## src/rtl/apb_master_bridge.sv

```systemverilog
// Single-request CPU valid/ready to APB3 master bridge for the timer register block.
// One outstanding transfer; a one-cycle response pulse carries read data and the error flag.
module apb_master_bridge #(
  parameter int ADDR_W  = 8,
  parameter int DATA_W  = 8,
  parameter int TIMEOUT = 16
) (
  input  logic              pclk,
  input  logic              presetn,
  input  logic              req_valid,
  output logic              req_ready,
  input  logic              req_write,
  input  logic [ADDR_W-1:0] req_addr,
  input  logic [DATA_W-1:0] req_wdata,
  output logic              rsp_valid,
  output logic [DATA_W-1:0] rsp_rdata,
  output logic              rsp_err,
  output logic [7:0]        err_cnt,
  output logic              psel,
  output logic              penable,
  output logic              pwrite,
  output logic [ADDR_W-1:0] paddr,
  output logic [DATA_W-1:0] pwdata,
  input  logic [DATA_W-1:0] prdata,
  input  logic              pready,
  input  logic              pslverr
);

  typedef enum logic [1:0] {IDLE, SETUP, ACCESS} state_t;

  localparam int TW = (TIMEOUT > 1) ? $clog2(TIMEOUT + 1) : 1;

  state_t            state, state_nx;
  logic [TW-1:0]     to_cnt;
  logic              wr_q;
  logic [ADDR_W-1:0] addr_q;
  logic [DATA_W-1:0] wdata_q;
  logic              accept, done, abort;

  always_ff @(posedge pclk) begin
    if (!presetn) state <= IDLE;
    else          state <= state_nx;
  end

  always_comb begin
    state_nx  = state;
    req_ready = 1'b0;
    psel      = 1'b0;
    penable   = 1'b0;
    accept    = 1'b0;
    done      = 1'b0;
    abort     = 1'b0;
    case (state)
      IDLE: begin
        req_ready = 1'b1;
        if (req_valid) begin
          accept   = 1'b1;
          state_nx = SETUP;
        end
      end
      SETUP: begin
        psel     = 1'b1;
        state_nx = ACCESS;
      end
      ACCESS: begin
        psel    = 1'b1;
        penable = 1'b1;
        if (pready) begin
          done     = 1'b1;
          state_nx = IDLE;
        end else if (TIMEOUT != 0 && to_cnt == TW'(TIMEOUT - 1)) begin
          // this is the TIMEOUT-th stalled ACCESS cycle
          abort    = 1'b1;
          state_nx = IDLE;
        end
      end
      default: state_nx = IDLE;
    endcase
  end

  // Request fields double as the APB address/direction and hold while psel is low.
  always_ff @(posedge pclk) begin
    if (!presetn) begin
      wr_q    <= 1'b0;
      addr_q  <= '0;
      wdata_q <= '0;
    end else if (accept) begin
      wr_q    <= req_write;
      addr_q  <= req_addr;
      wdata_q <= req_wdata;
    end
  end

  assign pwrite = wr_q;
  assign paddr  = addr_q;
  assign pwdata = wr_q ? wdata_q : '0;

  always_ff @(posedge pclk) begin
    if (!presetn)                       to_cnt <= '0;
    else if (state == SETUP)            to_cnt <= '0;
    else if (state == ACCESS && !pready) to_cnt <= to_cnt + 1'b1;
  end

  always_ff @(posedge pclk) begin
    if (!presetn) begin
      rsp_valid <= 1'b0;
      rsp_rdata <= '0;
      rsp_err   <= 1'b0;
      err_cnt   <= '0;
    end else begin
      rsp_valid <= done | abort;
      if (done) begin
        rsp_err   <= pslverr;
        rsp_rdata <= wr_q ? '0 : prdata;
      end else if (abort) begin
        rsp_err   <= 1'b1;
        rsp_rdata <= '0;
      end
      if (((done && pslverr) || abort) && err_cnt != 8'hFF)
        err_cnt <= err_cnt + 8'd1;
    end
  end

endmodule

```

## config.mk

```make
export PLATFORM = sky130hd
export DESIGN_NAME = apb_master_bridge
export DESIGN_NICKNAME = d
export VERILOG_FILES = /design/src/rtl/apb_master_bridge.sv
export SDC_FILE = /design/constraint.sdc
export NUM_CORES = 1
export LEC_CHECK = 0
export CAP_MARGIN = 40
export CORE_ASPECT_RATIO = 0.5
export CORE_UTILIZATION = 28
export DETAILED_ROUTE_END_ITERATION = 10
export HOLD_SLACK_MARGIN = 0.03
export MAX_ROUTING_LAYER = met4
export PLACE_DENSITY = 0.55
export SETUP_SLACK_MARGIN = 0.15
export SLEW_MARGIN = 20
export SYNTH_ARGS = -nofsm -noshare
export SYNTH_HDL_FRONTEND = slang
export SYNTH_SLANG_ARGS = --single-unit
```

## constraint.sdc

```tcl
create_clock -name pclk -period 2.26 [get_ports pclk]
set_input_delay 0.226 -clock pclk [delete_from_list [all_inputs] [get_ports pclk]]
set_output_delay 0.226 -clock pclk [all_outputs]
set_load 0.005 [all_outputs]
```

* Word level (Yosys, flattened, before mapping)
Cells that the tools add are included.
** Word-level totals
- Register bits after elaboration :: 42
- Input bits :: 30
- Output and inout port bits :: 38
- Logic and storage cells :: 49
** Operators by class
- Add/subtract/negate cells :: 2
- Eq/ne operators :: 6
- Multiplexer cells :: 20
- Bitwise logic cells :: 2
- Reduce and logical (&&, ||, !) cells :: 10
** Operators by type and width (number)
- $mux W8 :: 4
- $mux W1 :: 12
- $add A8 B1 Y8 const B :: 1
- $ne A8 B8 Y1 const B :: 1
- $mux W2 :: 3
- $pmux W2 S3 :: 1
- $add A5 B1 Y5 const B :: 1
- $eq A5 B4 Y1 const B :: 1
- $reduce_or A2 Y1 :: 2
- $logic_and A1 B1 Y1 :: 3
- $ne A3 B3 Y1 const B :: 1
- $eq A2 B1 Y1 const B :: 1
- $eq A2 B2 Y1 const B :: 1
- $logic_not A2 Y1 :: 1
- $ne A2 B2 Y1 const B :: 1
- $reduce_and A2 Y1 :: 1
- $reduce_bool A2 Y1 :: 1
- $logic_not A1 Y1 :: 1
- $logic_or A1 B1 Y1 :: 1
- $not A1 Y1 :: 1
- $or A1 B1 Y1 :: 1

* Logic depth before layout (Yosys ltp)
Gate-level depths: netlist of run 1.
- Depth in word-level cells :: 6
- Mapped depth :: 7
- Mapped depth without buffers :: 6

* Worst setup path after synthesis of run 1
No wires, ideal clock.
- Kind :: reg-to-reg
- From :: register to_cnt[0]
- To :: register err_cnt[5]
- Setup time :: 0.123 ns
- Arrival time :: 1.612 ns
- Required time :: 2.137 ns
- Setup slack :: 0.525 ns
- Cell stages (with the launch flop) :: 7
- Buffers on the path :: 0
- Period minus slack after synthesis :: 1.735 ns
- Cells stage by stage :: dfxtp_1 -> ha_1 -> and3_1 -> ha_1 -> mux2_2 -> nand3b_1 -> mux2_1
** On the way
- Word-level cells in the longest chain between the ends :: 6
** RTL lines
- from (decl) :: RTL line 34 : logic [TW-1:0] to_cnt;
- from (signal assigned) :: RTL line 101 : else if (state == ACCESS && !pready) to_cnt <= to_cnt + 1'b1;
- $eq A5 B4 Y1 :: RTL line 71 : end else if (TIMEOUT != 0 && to_cnt == TW'(TIMEOUT - 1)) begin
- $mux W1 :: RTL line 71
- $mux W1 :: RTL line 68 : if (pready) begin
- $mux W1 :: RTL line 53 : case (state)
- $logic_or A1 B1 Y1 :: RTL line 119 : if (((done && pslverr) || abort) && err_cnt != 8'hFF)
- $logic_and A1 B1 Y1 :: RTL line 119
- to (signal assigned) :: RTL line 120 : err_cnt <= err_cnt + 8'd1;
- to (decl) :: RTL line 18 : output logic [7:0] err_cnt,
No other way between the ends.
A chain may end at the register's enable or synchronous reset.

* Final worst setup path of run 1
- From :: register state[0]
- To :: output penable
** On the way
- Word-level cells in the longest chain between the ends :: 2
** RTL lines
- from (decl) :: RTL line 33 : state_t state, state_nx;
- from (signal assigned) :: RTL line 42 : else state <= state_nx;
- $eq A2 B2 Y1 :: RTL line 53
- $mux W1 :: RTL line 53
- to (decl) :: RTL line 20 : output logic penable,
No other way between the ends.

==> flow_summary.json, run 1 <==
{
  "ir_drop_mv": 0.344,
  "overflow": 0,
  "clock_path_buffers": 2,
  "fp.dieH_um": 59.6,
  "cp_max_fo": 13,
  "cts_hold_buffers": 0,
  "hold_viol": 0,
  "outcome": "complete, no violations",
  "power_density_nw_per_um2": 672,
  "synth_edf_count": 0,
  "syn_area_um2": 1860,
  "ctsResizeCount": 0,
  "cts.clk_slew.worst_paths_ns": 0.06,
  "tightestPinTransition_ns": 0.607,
  "antenna_left": 0,
  "areaGrowthSynthToFinish_pct": 48.0,
  "avgSynthCellArea_um2": 8.73,
  "worstHoldPathType": "reg -> reg",
  "cts_sinks": 42,
  "grt_setup_unrepaired": "no",
  "die-area_um2": 6990,
  "grt_max_degree": 21,
  "die_x_um": 117,
  "finalCritPeriodShare_pct": 88.2,
  "portBuffers": 67,
  "antenna_cells": 0,
  "final_nets": 317,
  "vias": 1689,
  "yosysTopAreaCell": "dfxtp_1",
  "wl_per_cell_um": 12.5,
  "root_buffer": "clkbuf_16",
  "grt_pass1_wl_um": 7530,
  "drive_gt1_share_pct": 6.07,
  "async_reset_ff_share_pct": 0,
  "yosysWarningCount": 0,
  "antenna_found_initial": 0,
  "cts_max_level": 2,
  "dr.first_iter.drc_count": 81,
  "cts_tree": "built",
  "max-slew-margin-rel_pct": 59.6,
  "place.gp.congestion": 0.764,
  "start_util_pct": 29.8,
  "ys_top_cells_by_count": "nand2_1 (43), dfxtp_1 (42), a21oi_1 (22), nor2_1 (13), and2_1 (11)",
  "period_needed_ns": 1.99,
  "synth_top_area_share_pct": 45.2,
  "maxCapViolations": 0,
  "skew_ns": 0.00641,
  "pre_cts_ws_ns": 0.390,
  "dp_hpwl_um": 3370,
  "finalSetupTns_ns": 0,
  "core_um2": 6230,
  "syn_nets": 251,
  "fin_worst_hold_slack_ns": 0.449,
  "dr.pass1.iters": 4,
  "cp.arrival_ns": 1.77,
  "worst_setup_path_start_kind": "register",
  "ys_top_cells_by_area": "dfxtp_1 (45%), nand2_1 (8.7%), a21oi_1 (5.9%), ha_1 (5.4%), and2_1 (3.7%)",
  "synth_cell_type_count": 39,
  "route.detailed.drc": 0,
  "grt_pass1_vias": 1561,
  "synth-seq-cells": 42,
  "vias_per_cell": 4.59,
  "end_kind": "primary output",
  "setup_viol": 0,
  "required_ns": 2.03,
  "synth_cells": 213,
  "clk_latency_ns": 0.28,
  "seq_area_frac_synth_pct": 45.2,
  "slew_viol_final": 0,
  "io_pins": 68,
  "ys.flop_type": "dfxtp_1",
  "grtUsageTotal_pct": 14.7,
  "yosysMostFrequentCell": "nand2_1",
  "fin_ws_ns": 0.267,
  "post_cts_buffers": 0,
  "crit_type": "reg -> out",
  "cts_buffers": 5,
  "rows": 20,
  "wl_um": 4600,
  "max_freq_mhz": 502,
  "p_leak_uw": 0.000987
}
## stage by stage
stage	power (µW)	instances	cell area (µm²)	utilization, %
after floorplan	985	213	1860	-
after global placement	1140	360	2600	41.8
after detailed placement	1150	360	2600	41.8
after CTS	1880	368	2750	44.2
after global routing	1970	368	2750	44.2
final	1850	368	2750	44.2
## per-layer routing
metal / GRT usage [%] / share of wire, % / up-vias
li1: - / - / 871
met1: 18.3 / 48 / 792
met2: 23.4 / 48 / 24
met3: 4.09 / 3.0 / 2
met4: 4.34 / 0.78 / 0
met5: - / 0 / -
## registers in the layout, summed over array words and instances, names as in the netlist
register and flops:
rsp_err 1, rsp_valid 1, pwrite 1, wdata_q 8, rsp_rdata 8, err_cnt 8, paddr 8, to_cnt 5
state 2
## cell type report
class | instances | area, µm²
Fill cell | 620 | 3480
Multi-Input combinational cell | 155 | 943
Sequential cell | 42 | 841
Timing Repair Buffer | 69 | 686
Clock buffer | 5 | 125
Tap cell | 88 | 110
Clock inverter | 3 | 25.0
Inverter | 6 | 22.5
## kinds of logic (layout without fill, tap and decap cells)
group | count (synthesis) | count (layout) | share of synthesized area (%)
compound gates | 45 | 45 | 15.4
xor+xnor | 2 | 2 | 0.942
fa+ha+maj | 8 | 8 | 5.38
buf+inv | 16 | 83 | 4.04
flops | 42 | 42 | 45.2
mux | 5 | 5 | 3.03
simple gates | 95 | 95 | 26.0
## where the power goes
part	total [µW]	internal, µW	switching [µW]
Sequential	811	785	26.8
Combinational	315	168	147
Clock	723	415	308
## worst paths after layout
check / endpoint / cells past startpoint / start / slack (ns)
max reg2reg: err_cnt[7] / 6 / to_cnt[0] / 0.42
min: wdata_q[6] / 2 / wdata_q[6] / 0.45
max: penable / 3 / state[0] / 0.27
min reg2reg: wdata_q[6] / 2 / wdata_q[6] / 0.45
## worst max-delay path, stage by stage (launching register included)
cell             delay, ns
dfxtp_1               0.33
inv_1                 0.10
ha_1                  0.45
clkdlybuf4s50_1       0.59
## layout by cell type, fill, tap and decap left out, types with 2 or more instances in the layout
master,synthesis,final
a22oi_1,9,9
a211oi_1,2,2
and3_1,2,2
ha_1,8,8
dfxtp_1,42,42
mux2i_1,2,2
a21oi_1,22,22
nand2_1,43,43
or3_1,2,2
nor2_1,13,13
o41ai_1,2,2
clkdlybuf4s50_1,0,67
inv_1,6,6
nand4_1,3,3
nor3b_1,2,2
clkbuf_16,0,5
nand3b_1,4,4
buf_4,1,2
o221a_2,2,2
nand3_1,4,4
a2111oi_0,2,2
nor4b_2,2,2
nand2b_1,4,4
and2_1,11,11
o21ai_0,4,4
No activity file was read; power rests on OpenSTA's default activity.
==> run 2: changes to the inputs <==
RECOVER_POWER = 25   (was unset)
==> flow_summary.json, run 2 (same netlist as run 1, synthesis figures left out) <==
{
  "final_nets": 317,
  "wl_per_cell_um": 12.5,
  "cell_internal_pwr_uw": 1360,
  "cts_max_level": 2,
  "final_common_cell": "clkdlybuf4s50_1",
  "cts_sinks": 42,
  "p_clk_share_pct": 39.1,
  "max_freq_mhz": 501,
  "end_kind": "primary output",
  "grt_pass1_vias": 1561,
  "clk_latency_ns": 0.28,
  "overflow": 0,
  "cts_buffers": 5,
  "crit_type": "reg -> out",
  "antenna_found_initial": 0,
  "min_from": "wdata_q[6]",
  "crit_path_end": "penable",
  "ir_drop_mv": 0.344,
  "final_cell_mix": "clkdlybuf4s50_1 (48), nand2_1 (43), dfxtp_1 (42)",
  "reg2reg_to": "err_cnt[7]",
  "vias": 1689,
  "cp.arrival_ns": 1.77,
  "die_x_um": 117,
  "cts_tree": "built",
  "hold_viol": 0,
  "worst-r2r-setup-slack_ns": 0.41,
  "grt_setup_unrepaired": "no",
  "die-area_um2": 6990,
  "grtUsageTotal_pct": 14.7,
  "max-slew-margin-rel_pct": 59.6,
  "antenna_left": 0,
  "cts_hold_buffers": 0,
  "finalSetupTns_ns": 0,
  "period_needed_ns": 2.00,
  "start_util_pct": 29.8,
  "crit_slowest_cell": "clkdlybuf4s50_1",
  "cts.clk_slew.worst_paths_ns": 0.06,
  "areaGrowthSynthToFinish_pct": 48.0,
  "r2r-start": "to_cnt[0]",
  "worstHoldPathType": "reg -> reg",
  "root_buffer": "clkbuf_16",
  "grt_max_degree": 21,
  "antenna_cells": 0,
  "fin_area_um2": 2750,
  "max_stage_delay_ns": 0.59,
  "core_um2": 6230,
  "seq_power_share_pct": 44.1,
  "rows": 20,
  "slew_viol_final": 0,
  "drive_gt1_share_pct": 6.07,
  "io_pins": 68,
  "switching_share_pct": 26.0,
  "maxCapViolations": 0,
  "ctsResizeCount": 0,
  "fp.dieH_um": 59.6,
  "crit_chain": "inv_1 -> ha_1 -> clkdlybuf4s50_1",
  "setup_viol": 0,
  "dp_hpwl_um": 3370,
  "grt_pass1_wl_um": 7530,
  "dr.pass1.iters": 4,
  "outcome": "complete, no violations",
  "pwr-share-comb_pct": 16.8,
  "crit_family": "buffers and inverters",
  "p_leak_uw": 0.00105,
  "worst_setup_path_start_kind": "register",
  "route.detailed.drc": 0,
  "r2r_cells": 6,
  "place.gp.congestion": 0.764,
  "clock_path_buffers": 2,
  "finalCritPeriodShare_pct": 88.4,
  "netSwitchingPower_uw": 478,
  "cp_num_buf_inv": 2,
  "path_depth": 3,
  "cp_max_fo": 13,
  "portBuffers": 67,
  "post_cts_buffers": 0,
  "required_ns": 2.03,
  "dr.first_iter.drc_count": 76,
  "placed_area_um2": 2600,
  "cp-startpoint": "state[0]",
  "wl_um": 4600,
  "skew_ns": 0.00591,
  "tightestPinTransition_ns": 0.607,
  "power_density_nw_per_um2": 668,
  "vias_per_cell": 4.59
}
-- run 2: cell count changes in the layout (fill, tap and decap cells not counted) --
cell | before | now
clkdlybuf4s50_1 | 67 | 48
dlygate4sd3_1 | 0 | 19
-- run 2: power groups by stage --
| stage | logic (µW) | clock network (µW) | registers (µW) |
|---|---|---|---|
| 6_report | 308 | 719 | 811 |
| 5_1_grt | 346 | 795 | 818 |
| 4_1_cts | 322 | 746 | 812 |
| 3_5_place_dp | 321 | 0 | 829 |
| 3_3_place_gp | 315 | 0 | 828 |
| 2_1_floorplan | 160 | 0 | 825 |
-- run 2: final cells by class --
type	count	area (µm²)
Clock buffer	5	125
Clock inverter	3	25.0
Fill cell	620	3480
Inverter	6	22.5
Multi-Input combinational cell	155	943
Sequential cell	42	841
Tap cell	88	110
Timing Repair Buffer	69	686
-- run 2: stage by stage --
step,std cells,utilization [%],hold WS [ns],worst slack (ns),total power [µW]
4_1_cts,368,44.2,0.451,0.256,1880
3_3_place_gp,360,41.8,0.438,0.418,1140
2_1_floorplan,213,-,0.362,0.525,985
6_report,368,44.2,0.449,0.262,1840
5_1_grt,368,44.2,0.474,0.173,1960
3_5_place_dp,360,41.8,0.442,0.390,1150
-- run 2: worst register-to-register path: cells and delay by family (launching register included) --
kind / cells / cell delay [ns]
flip-flops: 1 / 0.33
adder cells (fa/ha/maj): 2 / 0.44
AO/OA/AOI/OAI: 1 / 0.28
AND/OR/NAND/NOR: 2 / 0.29
multiplexers: 1 / 0.40
-- run 2: worst min-delay path by stage --
stage | to | slack [ns] | cells after the start
6_report | wdata_q[6] | 0.45 | 2
5_1_grt | paddr[0] | 0.47 | 2
4_1_cts | wdata_q[6] | 0.45 | 2
3_5_place_dp | wdata_q[6] | 0.44 | 2
3_3_place_gp | wdata_q[6] | 0.44 | 2
2_1_floorplan | wdata_q[0] | 0.36 | 2
-- run 2: per-layer routing --
metal	part of all wire, %	vias to the layer above	track usage (%)	wire length [µm]
met5	0	-	-	0
li1	-	871	-	-
met3	3.0	2	4.09	140
met1	48	791	18.3	2230
met2	48	25	23.4	2200
met4	0.72	0	4.34	33
